$ cat src/rtl/clock_pkg.sv
// ---------------------------------------------------------------------------
// clock_pkg
// Shared types and helpers for the digital clock timekeeping block.
//   mode_t        : set-mode encodings driven on MODE (RUN / SET_HR / SET_MIN)
//   clock_time_t  : packed h:m:s BCD time plus the 12-hour PM flag
//   *_MAX         : BCD wrap points, written as two-digit BCD bytes
//   bcd_sexa_inc  : +1 on a 00-59 BCD pair
//   hour_inc      : +1 on the hours (24h or 12h wrap, PM toggle at 11 -> 12)
//   second_advance: one 1 Hz step with the full s -> m -> h carry cascade
// ---------------------------------------------------------------------------
package clock_pkg;

  typedef enum logic [1:0] {
    MODE_RUN     = 2'b00,
    MODE_SET_HR  = 2'b01,
    MODE_SET_MIN = 2'b10
  } mode_t;

  localparam logic [7:0] SEC_MAX      = 8'h59;
  localparam logic [7:0] MIN_MAX      = 8'h59;
  localparam logic [7:0] HR24_MAX     = 8'h23;
  localparam logic [7:0] HR12_MAX     = 8'h12;
  // Hour value at which the 12-hour clock crosses into the other half-day.
  localparam logic [7:0] HR12_PM_EDGE = 8'h11;

  typedef struct packed {
    logic       pm;
    logic [1:0] hr_tens;
    logic [3:0] hr_ones;
    logic [2:0] min_tens;
    logic [3:0] min_ones;
    logic [2:0] sec_tens;
    logic [3:0] sec_ones;
  } clock_time_t;

  function automatic logic bcd_sexa_at_max(input logic [2:0] tens,
                                           input logic [3:0] ones,
                                           input logic [7:0] max_val);
    return ({1'b0, tens, ones} == max_val);
  endfunction

  // Digit-wise increment keeps each digit in its legal BCD range without
  // ever going through a binary value.
  function automatic logic [6:0] bcd_sexa_inc(input logic [2:0] tens,
                                              input logic [3:0] ones,
                                              input logic [7:0] max_val);
    if (bcd_sexa_at_max(tens, ones, max_val)) return 7'h00;
    else if (ones == 4'd9)                     return {tens + 3'd1, 4'd0};
    else                                       return {tens, ones + 4'd1};
  endfunction

  function automatic clock_time_t hour_inc(input clock_time_t t,
                                           input logic        hour_24);
    clock_time_t r;
    r = t;
    if (hour_24) begin
      if ({2'b00, t.hr_tens, t.hr_ones} == HR24_MAX) begin
        {r.hr_tens, r.hr_ones} = 6'h00;
      end else if (t.hr_ones == 4'd9) begin
        r.hr_tens = t.hr_tens + 2'd1;
        r.hr_ones = 4'd0;
      end else begin
        r.hr_ones = t.hr_ones + 4'd1;
      end
    end else begin
      // 12 -> 01 keeps the half-day; 11 -> 12 is where AM/PM flips.
      if ({2'b00, t.hr_tens, t.hr_ones} == HR12_MAX) begin
        {r.hr_tens, r.hr_ones} = 6'h01;
      end else if ({2'b00, t.hr_tens, t.hr_ones} == HR12_PM_EDGE) begin
        {r.hr_tens, r.hr_ones} = 6'h12;
        r.pm = ~t.pm;
      end else if (t.hr_ones == 4'd9) begin
        r.hr_tens = t.hr_tens + 2'd1;
        r.hr_ones = 4'd0;
      end else begin
        r.hr_ones = t.hr_ones + 4'd1;
      end
    end
    return r;
  endfunction

  // All carries resolve combinationally so every digit lands in one cycle.
  function automatic clock_time_t second_advance(input clock_time_t t,
                                                 input logic        hour_24);
    clock_time_t r;
    r = t;
    {r.sec_tens, r.sec_ones} = bcd_sexa_inc(t.sec_tens, t.sec_ones, SEC_MAX);
    if (bcd_sexa_at_max(t.sec_tens, t.sec_ones, SEC_MAX)) begin
      {r.min_tens, r.min_ones} = bcd_sexa_inc(t.min_tens, t.min_ones, MIN_MAX);
      if (bcd_sexa_at_max(t.min_tens, t.min_ones, MIN_MAX)) begin
        r = hour_inc(r, hour_24);
      end
    end
    return r;
  endfunction

endpackage

$ cat src/rtl/key_conditioner.sv
// ---------------------------------------------------------------------------
// key_conditioner
// Turns a raw, bouncing, asynchronous active-low pushbutton into a single
// one-cycle press pulse.
//   clk    in  system clock
//   rst_n  in  asynchronous active-low reset (key treated as released)
//   key_n  in  raw pushbutton, active-low, asynchronous to clk
//   press  out one-cycle pulse on an accepted released -> pressed change
// A new level is accepted only after it has been seen on the synchronized
// input for DEBOUNCE_CYCLES consecutive cycles; any return to the accepted
// level restarts the count. Holding the key yields exactly one pulse.
// ---------------------------------------------------------------------------
module key_conditioner #(
  parameter int DEBOUNCE_CYCLES = 500000
) (
  input  logic clk,
  input  logic rst_n,
  input  logic key_n,
  output logic press
);

  localparam int CNT_W = (DEBOUNCE_CYCLES > 1) ? $clog2(DEBOUNCE_CYCLES) : 1;
  localparam logic [CNT_W-1:0] CNT_LAST = CNT_W'(DEBOUNCE_CYCLES - 1);
  localparam logic [CNT_W-1:0] CNT_ONE  = CNT_W'(1);

  logic             sync_meta;
  logic             sync_level;
  logic             stable_level;
  logic [CNT_W-1:0] cnt;
  logic             accept;

  // The count reaching CNT_LAST on a differing sample is the
  // DEBOUNCE_CYCLES-th consecutive sample of the new level.
  assign accept = (sync_level != stable_level) && (cnt == CNT_LAST);

  // NOTE: sequential state uses non-blocking assignments so every flop
  // samples the pre-edge values; blocking here would collapse the
  // two-flop synchronizer into a single stage.
  always_ff @(posedge clk or negedge rst_n) begin
    if (!rst_n) begin
      sync_meta    <= 1'b1;
      sync_level   <= 1'b1;
      stable_level <= 1'b1;
      cnt          <= '0;
      press        <= 1'b0;
    end else begin
      sync_meta  <= key_n;
      sync_level <= sync_meta;
      press      <= accept && !sync_level;
      if (sync_level == stable_level) begin
        cnt <= '0;
      end else if (accept) begin
        stable_level <= sync_level;
        cnt          <= '0;
      end else begin
        cnt <= cnt + CNT_ONE;
      end
    end
  end

endmodule

$ cat src/rtl/clock_set_controller.sv
// ---------------------------------------------------------------------------
// clock_set_controller
// Timekeeping and two-button set-mode controller for the digital clock,
// fed by the 50 MHz -> 1 Hz divider chain.
//   CLK        in   system clock (50 MHz)
//   CLEAR_N    in   asynchronous active-low reset
//   TICK_1HZ   in   one-CLK pulse per second
//   KEY_MODE_N in   raw MODE pushbutton, active-low
//   KEY_INC_N  in   raw INC pushbutton, active-low
//   HR_TENS/HR_ONES, MIN_TENS/MIN_ONES, SEC_TENS/SEC_ONES  out  BCD digits
//   PM         out  PM flag (12-hour build only, otherwise 0)
//   MODE       out  00 RUN, 01 SET_HR, 10 SET_MIN
//   BLINK      out  blank the digits under edit on this display phase
//   DIV_CLEAR  out  one-CLK pulse restarting the divider on leaving set mode
// All outputs come straight from registers.
// ---------------------------------------------------------------------------
module clock_set_controller
  import clock_pkg::*;
#(
  parameter int HOUR_24         = 1,
  parameter int DEBOUNCE_CYCLES = 500000
) (
  input  logic       CLK,
  input  logic       CLEAR_N,
  input  logic       TICK_1HZ,
  input  logic       KEY_MODE_N,
  input  logic       KEY_INC_N,
  output logic [1:0] HR_TENS,
  output logic [3:0] HR_ONES,
  output logic [2:0] MIN_TENS,
  output logic [3:0] MIN_ONES,
  output logic [2:0] SEC_TENS,
  output logic [3:0] SEC_ONES,
  output logic       PM,
  output logic [1:0] MODE,
  output logic       BLINK,
  output logic       DIV_CLEAR
);

  localparam logic IS_24H = (HOUR_24 != 0);
  // 00:00:00 for the 24-hour build, 12:00:00 AM for the 12-hour build.
  localparam clock_time_t RESET_TIME =
    clock_time_t'({1'b0, (IS_24H ? 6'h00 : 6'h12), 14'h0000});

  logic        mode_press;
  logic        inc_press;

  mode_t       mode_q,      mode_nxt;
  clock_time_t time_q,      time_nxt;
  logic        blink_q,     blink_nxt;
  logic        div_clear_q, div_clear_nxt;

  key_conditioner #(.DEBOUNCE_CYCLES(DEBOUNCE_CYCLES)) u_key_mode (
    .clk   (CLK),
    .rst_n (CLEAR_N),
    .key_n (KEY_MODE_N),
    .press (mode_press)
  );

  key_conditioner #(.DEBOUNCE_CYCLES(DEBOUNCE_CYCLES)) u_key_inc (
    .clk   (CLK),
    .rst_n (CLEAR_N),
    .key_n (KEY_INC_N),
    .press (inc_press)
  );

  // NOTE: every signal written here gets a default before the case, so no
  // path leaves one unassigned and no latch is inferred.
  always_comb begin
    mode_nxt      = mode_q;
    time_nxt      = time_q;
    blink_nxt     = blink_q;
    div_clear_nxt = 1'b0;

    case (mode_q)
      MODE_RUN: begin
        blink_nxt = 1'b0;
        // A tick coinciding with the MODE press still counts.
        if (TICK_1HZ) time_nxt = second_advance(time_q, IS_24H);
        if (mode_press) mode_nxt = MODE_SET_HR;
      end

      MODE_SET_HR: begin
        // MODE has priority: a simultaneous INC is dropped.
        if (mode_press) begin
          mode_nxt  = MODE_SET_MIN;
          blink_nxt = 1'b0;
        end else if (inc_press) begin
          time_nxt  = hour_inc(time_q, IS_24H);
          blink_nxt = 1'b0;
        end else if (TICK_1HZ) begin
          blink_nxt = ~blink_q;
        end
      end

      MODE_SET_MIN: begin
        if (mode_press) begin
          // Leaving set mode restarts the second from zero, both here and
          // in the divider chain.
          mode_nxt          = MODE_RUN;
          blink_nxt         = 1'b0;
          time_nxt.sec_tens = 3'd0;
          time_nxt.sec_ones = 4'd0;
          div_clear_nxt     = 1'b1;
        end else if (inc_press) begin
          {time_nxt.min_tens, time_nxt.min_ones} =
            bcd_sexa_inc(time_q.min_tens, time_q.min_ones, MIN_MAX);
          blink_nxt = 1'b0;
        end else if (TICK_1HZ) begin
          blink_nxt = ~blink_q;
        end
      end

      default: begin
        // Illegal encoding: back to RUN, time held, no divider clear.
        mode_nxt  = MODE_RUN;
        blink_nxt = 1'b0;
      end
    endcase
  end

  always_ff @(posedge CLK or negedge CLEAR_N) begin
    if (!CLEAR_N) begin
      mode_q      <= MODE_RUN;
      time_q      <= RESET_TIME;
      blink_q     <= 1'b0;
      div_clear_q <= 1'b0;
    end else begin
      mode_q      <= mode_nxt;
      time_q      <= time_nxt;
      blink_q     <= blink_nxt;
      div_clear_q <= div_clear_nxt;
    end
  end

  assign HR_TENS   = time_q.hr_tens;
  assign HR_ONES   = time_q.hr_ones;
  assign MIN_TENS  = time_q.min_tens;
  assign MIN_ONES  = time_q.min_ones;
  assign SEC_TENS  = time_q.sec_tens;
  assign SEC_ONES  = time_q.sec_ones;
  assign PM        = IS_24H ? 1'b0 : time_q.pm;
  assign MODE      = mode_q;
  assign BLINK     = blink_q;
  assign DIV_CLEAR = div_clear_q;

endmodule

$ cat config.mk
export PLATFORM = sky130hd
export DESIGN_NAME = clock_set_controller
export DESIGN_NICKNAME = d
export VERILOG_FILES = /design/src/rtl/clock_pkg.sv /design/src/rtl/key_conditioner.sv /design/src/rtl/clock_set_controller.sv
export SDC_FILE = /design/constraint.sdc
export NUM_CORES = 1
export LEC_CHECK = 0
export CORE_MARGIN = 2
export CORE_UTILIZATION = 40
export CTS_BUF_LIST = sky130_fd_sc_hd__clkbuf_4 sky130_fd_sc_hd__clkbuf_8 sky130_fd_sc_hd__clkbuf_16
export DETAILED_ROUTE_END_ITERATION = 12
export GPL_ROUTABILITY_DRIVEN = 0
export GPL_TIMING_DRIVEN = 0
export HOLD_SLACK_MARGIN = 0.1
export PLACE_DENSITY = 0.62
export SYNTH_ARGS = -nofsm -noshare
export SYNTH_HDL_FRONTEND = slang
export SYNTH_SLANG_ARGS = --single-unit
$ cat constraint.sdc
create_clock -name CLK -period 2.05 [get_ports CLK]
set_input_delay 0.5125 -clock CLK [delete_from_list [all_inputs] [get_ports CLK]]
set_output_delay 0.5125 -clock CLK [all_outputs]
set_load 0.005 [all_outputs]
# After elaboration in Yosys (flattened, before gate mapping)
# Index checks and enable logic that the tools add are counted.
[totals]
reg_bits = 70
in_bits = 5
elab_cells = 103
[op_classes]
addsub = 8
n_eq_ne = 25
mux = 31
bitwise = 4
reduce_logical = 16
[op_table]
columns = ["op", "count"]
rows = [
  ["20-bit two-way mux", 5],
  ["19-bit two-way mux", 4],
  ["7-bit two-way mux", 7],
  ["14-bit case mux with 3 select lines", 1],
  ["19-bit by 1-bit adder with 19-bit output, second input constant", 2],
  ["19-bit == test, second input constant", 2],
  ["7-bit == test, second input constant", 2],
  ["4-bit by 1-bit adder with 4-bit output, second input constant", 3],
  ["4-bit == test, second input constant", 3],
  ["6-bit case mux with 2 select lines", 1],
  ["6-bit AND reduction", 2],
  ["2-bit by 1-bit inequality test with 1-bit output, second input constant", 5],
  ["2-bit inequality test, second input constant", 5],
  ["2-bit two-way mux", 4],
  ["3-bit by 1-bit adder with 3-bit output, second input constant", 2],
  ["6-bit == test, second input constant", 1],
  ["1-bit two-way mux", 6],
  ["6-bit two-way mux", 1],
  ["2-bit case mux with 3 select lines", 1],
  ["1-bit logical AND", 4],
  ["4-bit two-way mux", 1],
  ["4-bit by 1-bit inequality test with 1-bit output, second input constant", 1],
  ["1-bit NOT", 4],
  ["2-bit AND reduction", 2],
  ["11 further kinds", 15],
]

# Logic depth before layout (Yosys ltp)
[depth]
ltp_word = 7
depth_mapped = 7
mapped_depth_nobuf = 6

# Hierarchy
# A second synthesis with hierarchy kept.
[hier_totals]
cells_unflattened = 354
area_unflattened_um2 = 3717.3
[by_module_without_submodules]
columns = ["mod", "instances", "cells_per_inst", "area_each_um2", "seq_area_each_um2"]
rows = [
  ["clock_set_controller", 1, 145, 1438.9, 600.6],
  ["key_conditioner at u_key_mode", 1, 105, 1147.4, 579.3],
  ["key_conditioner at u_key_inc", 1, 104, 1131.1, 579.3],
]

# Worst setup path before layout
# Ideal clock, no wire load.
[synth_timing]
path_type = "register to register"
startpoint = "register u_key_inc.cnt[0]"
endpoint = "register u_key_inc.stable_level"
setup_ns = 0.082
arrival_ns = 1.855
path_slack_ns = 0.113
stages_incl_launch_ff = 7
synth_period_minus_slack_ns = 1.937
cell_sequence = "dfrtp_1 > ha_1 > and4_1 > clkbuf_2 > nand3_2 > or4_4 > mux2_4"
[synth_via]
elab_chain_cells = 3
[synth_rtl]
columns = ["element", "line", "text"]
rows = [
  ["start: declaration", "key_conditioner.sv:29", "logic [CNT_W-1:0] cnt;"],
  ["start signal: assignment", "key_conditioner.sv:56", "cnt <= cnt + CNT_ONE;"],
  ["19-bit == test", "key_conditioner.sv:34", "assign accept = (sync_level != stable_level) && (cnt == CNT_LAST);"],
  ["1-bit logical AND", "key_conditioner.sv:34", ""],
  ["2-bit AND reduction (no source line)", "-", ""],
  ["end signal: assignment", "key_conditioner.sv:53", "stable_level <= sync_level;"],
  ["end: declaration", "key_conditioner.sv:28", "logic stable_level;"],
]
# Every way passes these cells.
# A chain may end at the register's enable or synchronous reset.

# Final worst setup path
[layout_timing]
startpoint = "register u_key_inc.cnt[5]"
endpoint = "register u_key_inc.stable_level"
# The elaborated chain is that of the path after synthesis.

==> metrics.md <==
| Metric | Value |
|---|---|
| Cell Area, Placed | `4120 sq um` |
| Final Setup Violations | `0` |
| Synth cell types | `57` |
| Num CTS Buffers | `9` |
| Area of the die | `10000 sq um` |
| Peak VDD IR | `0.285 mV` |
| EDFF count, synth | `0` |
| Largest family of logic cells by synthesized area | `simple AND/OR/NAND/NOR gates` |
| CTS tree | `yes` |
| Req. time, crit path | `2.31 ns` |
| Initial drt markers | `99` |
| Max capacitance violation total | `0` |
| Ant diodes | `0` |
| Slew margin rel. | `42.1%` |
| Via/cell ratio | `5.45` |
| Die outline height | `100 microns` |
| XOR/XNOR Fraction of Synth Area | `6.39%` |
| Die W | `100 microns` |
| Fin Clk Skew | `0.0113 ns` |
| Syn_area_per_cell | `10.1 sq um` |
| Simple-gate share of the synthesized area | `23.1%` |
| Syn Std Cell Area | `3700 sq um` |
| Top_reg_cell synth | `dfrtp_1` |
| Max Slew Vio Count | `0` |
| Layout cells sized above 1 | `16.1%` |
| Post-Synth Adder-Cell Area | `5.41%` |
| Post-route insts no fill | `527` |
| Top cells by area, synth | `dfrtp_1, ha_1, dfstp_2` |
| Hold Crit Class | `in2async` |
| Dpl hpwl | `4800 microns` |
| Worst-Margin Slew | `0.868 ns` |
| WS Path Type | `reg2reg` |
| Root buffer cell | `clkbuf_8` |
| Clk_lat worst skew | `0.34 ns` |
| WL/cell | `13.6 microns` |
| Via count | `2872` |
| Post-synth top cells | `dfrtp_1, nor2_1, nand2_1` |
| I/O Buffers | `28` |
| Final Hold Fails | `0` |
| Vias in the first global route | `2726` |
| Clock slew at reported path FFs | `0.08 ns` |
| Synth Net Count | `387` |
| Synth Area in Compound Gates | `11.4%` |
| Initial Utilization | `40.6%` |
| Crit share post-route | `97.4%` |
| Core Util, Final | `48.3%` |
| Placed Instances | `505` |
| Fraction of registers with async set/reset | `100%` |
| Post-layout power | `3.15 mW` |
| Synth area leader | `dfrtp_1` |
| Post-DRT Antenna Nets | `0` |
| Largest net degree at the start of global routing | `71` |
| Post-Synthesis Cells | `366` |
| Top Ports | `30` |
| CP startpoint kind | `flop` |
| Core Area | `9110 sq um` |
| Yosys warns | `0` |
| Crit end category | `flop` |
| CTS H-tree depth | `3` |
| Crit Path Max Fanout | `7` |
| Area growth syn-to-layout | `19.0%` |
| Highest Clock Rate | `0.501 GHz` |
| Status | `finished clean` |
| Grt total ovfl | `0` |
| Count leader, synth | `dfrtp_1` |
| Fin nets | `432` |
| Leak | `1.84 nW` |
| Drt pass-1 iters | `4` |
| Fin crit period | `2.00 ns` |
| Flops & latches, synth | `70` |
| Final instance area | `4400 sq um` |
| DRC | `0` |
| Reg2reg start | `u_key_inc.cnt[5]` |
| Rows | `35` |
| Post-synthesis sequential area ratio | `47.5%` |
| First-pass GRT wire length | `12400 microns` |
| GRT Total Usage | `15.3%` |
| Hold slack | `0.289 ns` |
| Mux cell area share after synthesis | `3.11%` |
| Clock buffer depth | `2` |
| Top-area cell type share of the netlist area | `43.3%` |
| Worst path arrival time | `2.25 ns` |
| Final WL | `7190 microns` |
| Initial antenna violation count | `0` |
| Clock Sinks | `70` |
| Reg2Reg Depth | `3` |
| Critical Path Source | `u_key_inc.cnt[5]` |
| Total power per unit cell area | `715 nW/um^2` |
[power by group]
| group | switching (mW) | internal [mW] | leakage, nW | total [mW] |
|---|---|---|---|---|
| registers | 0.125 | 1.47 | 0.915 | 1.60 |
| clock network | 0.503 | 0.494 | 0.0930 | 0.996 |
| logic | 0.245 | 0.311 | 0.836 | 0.556 |
[cells by family after synthesis]
logic type | after synthesis
other | 1
AND/OR/NAND/NOR | 157
multiplexers | 10
AO/OA/AOI/OAI | 60
buffers and inverters | 25
XOR/XNOR | 27
flip-flops | 70
adder cells (fa/ha/maj) | 16
[placed cells by master, fill, tap and decap left out, drive strengths merged, types with 2 or more instances in the layout]
cell type	instances
and4	4
and3	2
nand2b	5
xnor2	15
nand4b	2
dfrtp	64
nand3b	3
nand2	30
o21ai	16
and2	3
nor4b	2
nand3	23
clkbuf	16
o41ai	4
a31o	2
nand4	9
nor2	35
clkdlybuf4s50	27
buf	13
o31ai	9
or4b	2
nor2b	2
ha	16
nor4	5
or3	9
dfstp	6
inv	15
nor3	7
a21oi	18
clkinv	3
and3b	2
or4	8
mux2	9
o21bai	2
xor2	12
nor3b	2
[timing repair]
| action | in CTS | in global routing |
|---|---|---|
| cloned | 0 | 0 |
| setup buffers | 4 | 3 |
| resized for setup | 6 | 9 |
| hold buffers | 0 | 0 |
| pin swaps | 3 | 1 |
| endpoints found under the setup margin | 34 | 17 |
[per-stage QoR]
stage	setup WS, ns	TNS, ns
final	0.0539	0
after floorplan	0.113	0
after global routing	-0.00508	-0.00720
after global placement	-1.98	-138.59
after CTS	0.0388	0
after detailed placement	-0.497	-6.21
[critical path, stage by stage, from the launching register on]
cell and delay, ns:
dfrtp_1 0.46, or4_4 0.56, or4_4 0.58, mux2_4 0.31
[registers in the layout (all words and copies together), names as in the netlist, 3 cells and up]
signal / count
SEC_ONES: 4
u_key_inc.cnt: 19
SEC_TENS: 3
HR_ONES: 4
MIN_ONES: 4
MIN_TENS: 3
u_key_mode.cnt: 19
[final timing paths]
| path | endpoint | slack, ns |
|---|---|---|
| min in group CLK | u_key_inc.sync_level | 0.36 |
| hold reg to reg | u_key_inc.sync_level | 0.36 |
| hold / removal | u_key_inc.cnt[18] | 0.29 |
| max in group asynchronous | u_key_mode.cnt[1] | 1.20 |
| setup reg to reg | u_key_inc.stable_level | 0.05 |
| setup / recovery | u_key_inc.stable_level | 0.05 |
[area by class of cell]
| type | instances | area, sq um |
|---|---|---|
| inverters | 15 | 56.3 |
| repair buffers | 35 | 330 |
| fillers | 831 | 4710 |
| well taps | 111 | 139 |
| clock inverters | 4 | 22.5 |
| flip-flops and latches | 70 | 1760 |
| clock buffers | 12 | 153 |
| multi-input cells | 271 | 1890 |
| plain buffers | 9 | 48.8 |
[layer usage]
metal  global-route usage [%]  vias up  share of wire, %
met3                     2.37       11               2.5
met4                     6.22        0               1.5
met2                     24.0       45                47
met1                     21.2     1413                49
met5                        0        -                 0
li1                         -     1403                 -
Note: power is estimated with default switching activity, not from simulation.
==> patch (config.mk and constraints unchanged) <==
`DEBOUNCE_CYCLES` is set to 500000 in 2 places; all go to 125000.
--- a/src/rtl/key_conditioner.sv
+++ b/src/rtl/key_conditioner.sv
@@ -11,7 +11,7 @@
 // level restarts the count. Holding the key yields exactly one pulse.
 // ---------------------------------------------------------------------------
 module key_conditioner #(
-  parameter int DEBOUNCE_CYCLES = 500000
+  parameter int DEBOUNCE_CYCLES = 125000
 ) (
   input  logic clk,
   input  logic rst_n,
--- a/src/rtl/clock_set_controller.sv
+++ b/src/rtl/clock_set_controller.sv
@@ -18,7 +18,7 @@
   import clock_pkg::*;
 #(
   parameter int HOUR_24         = 1,
-  parameter int DEBOUNCE_CYCLES = 500000
+  parameter int DEBOUNCE_CYCLES = 125000
 ) (
   input  logic       CLK,
   input  logic       CLEAR_N,
Behaviour: no difference found for any inputs over 10 cycles, from zero or initial values; that may be too few to reach the edited logic, so the function may still have changed.
==> patch against the original RTL <==
Area after synthesis shrank 5.2%. Combinational power shrank 28%. Via count shrank 9.2%. Die area shrank 5.0%. Setup slack gained 0.040 ns. Final area shrank 5.9%. Critical endpoint is now SEC_ONES[3]. Power shrank 7.2%. Maximum frequency grew 2.0%. Global-route usage shrank 0.63 points. Non-clock buffer count shrank 10. Routed wire length shrank 9.2%. Sequential cell count shrank 4. First-iteration DRC count grew 3.0%.
==> patch: results (changes against the original RTL) <==
- Synth async-reset ratio: 100.0% (unchanged)
- Final #Nets: 404 (-6.5%)
- Largest net degree at the start of global routing: 67 (-5.6%)
- Post-Place Worst Slack: -0.3418 ns (+0.1547 ns)
- All-Layer GR Usage: 14.62% (-0.63 points)
- Worst VDD drop: 0.2992 mV (+4.9%)
- Top delay family on crit path: simple AND/OR/NAND/NOR gates
- Final Non-Filler Cells: 496 (-5.9%)
- Synth area leaders: dfrtp_1 43%, ha_1 5.7%, dfstp_2 4.5%
- H-tree depth: 3 (unchanged)
- RR Startpoint: MODE[1]
- Lkg Pwr: 1.789 nW (-3.0%)
- Post-CTS Setup Bufs: 0 (-4)
- Critical Path Max Stage Delay: 0.46 ns (-0.12 ns)
- Placed cell count: 480 (-5.0%)
- Syn avg cell area: 10.19 sq um (+0.82%)
- Fillers: 796 (-4.2%)
- Clock transition at path regs: 0.07 ns
- Skew final: 0.005449 ns (-0.005807 ns)
- Syn_nets: 365 (-5.7%)
- Crit-path max FO: 8 (+1)
- Share of the yosys chip area belonging to registers: 47.32% (-0.22 points)
- Biggest regs: u_key_inc.cnt: 17 flops, u_key_mode.cnt: 17 flops
- Violation count after the first detailed-route iteration: 102 (+3.0%)
- Root Driver: clkbuf_8
- Critical Path Sink: SEC_ONES[3]
- Worst min-delay path category: in2async
- CP max-delay cell: or3_4
- Commonest cells in the netlist: 60 x dfrtp_1, 40 x nor2_1, 28 x nand2_1
- Cts repair resizes: 1 (-5)
- Vias: 2,608 (-9.2%)
- Initial antenna violation count: 0 (unchanged)
- Max transition margin: 44.87% (+2.7 points)
- Clock Latency Late Sink: 0.35 ns
- Layout cells sized above 1: 13.66% (-2.4 points)
- Vias in the first global route: 2,458 (-9.8%)
- HPWL after DPL: 4446 um (-7.5%)
- Final min period: 1.957 ns (-0.03958 ns)
- Synth cell types: 58 (+1.8%)
- DRT Wirelength: 6527 um (-9.2%)
- Placed instance area: 3919 sq um (-4.8%)
- Status: completed
- First-pass GRT wire length: 11,360 um (-8.8%)
-- patch: report_power, final --
| part | switching (mW) | total [mW] | internal [mW] |
|---|---|---|---|
| Sequential | 0.0924 | 1.47 | 1.38 |
| Clock | 0.493 | 1.06 | 0.562 |
| Combinational | 0.179 | 0.399 | 0.220 |
-- patch: stage by stage --
step	utilization [%]	power (mW)	hold WS [ns]
5_1_grt	48.19	3.078	0.3236
2_1_floorplan	-	1.691	0.2169
3_5_place_dp	45.60	1.898	0.3468
6_report	48.19	2.924	0.2590
4_1_cts	47.85	2.957	0.2930
3_3_place_gp	45.63	1.884	0.3455
-- patch: worst register-to-register path, stage by stage, from the launching register on --
cell	delay, ns
dfrtp_1	0.39
inv_1	0.11
ha_1	0.25
o21bai_1	0.23
or3_4	0.46
nand2b_1	0.22
o31ai_1	0.20
-- patch: routing by layer --
layer | routed length (um) | vias to the layer above | track usage [%]
li1 | - | 1305 | -
met1 | 3175 | 1250 | 19.60
met2 | 3002 | 42 | 22.39
met4 | 165 | 0 | 8.013
met5 | 0 | - | 0
met3 | 183 | 11 | 2.662
-- patch: logic make-up (layout without fill, tap and decap cells) --
family / after synthesis / in the layout / synth area share [%]
AOI/OAI and AO/OA: 46 / 46 / 9.280
xor gates and xnor gates: 28 / 28 / 6.995
adders and majority gates: 16 / 16 / 5.710
buffers and inverters: 20 / 64 / 2.355
DFF: 66 / 66 / 47.32
muxes: 11 / 11 / 3.498
other: 1 / 1 / 0.1070
and+or+nand+nor: 156 / 156 / 24.73
-- patch: area by class of cell --
type	count	area [sq um]	share of cell area, %
clock inverters	2	10.01	0.2417
flip-flops and latches	66	1659	40.06
plain buffers	5	27.53	0.6647
inverters	14	52.55	1.269
clock buffers	14	180.2	4.350
repair buffers	29	285.3	6.888
multi-input cells	258	1792	43.26
well taps	108	135.1	3.263
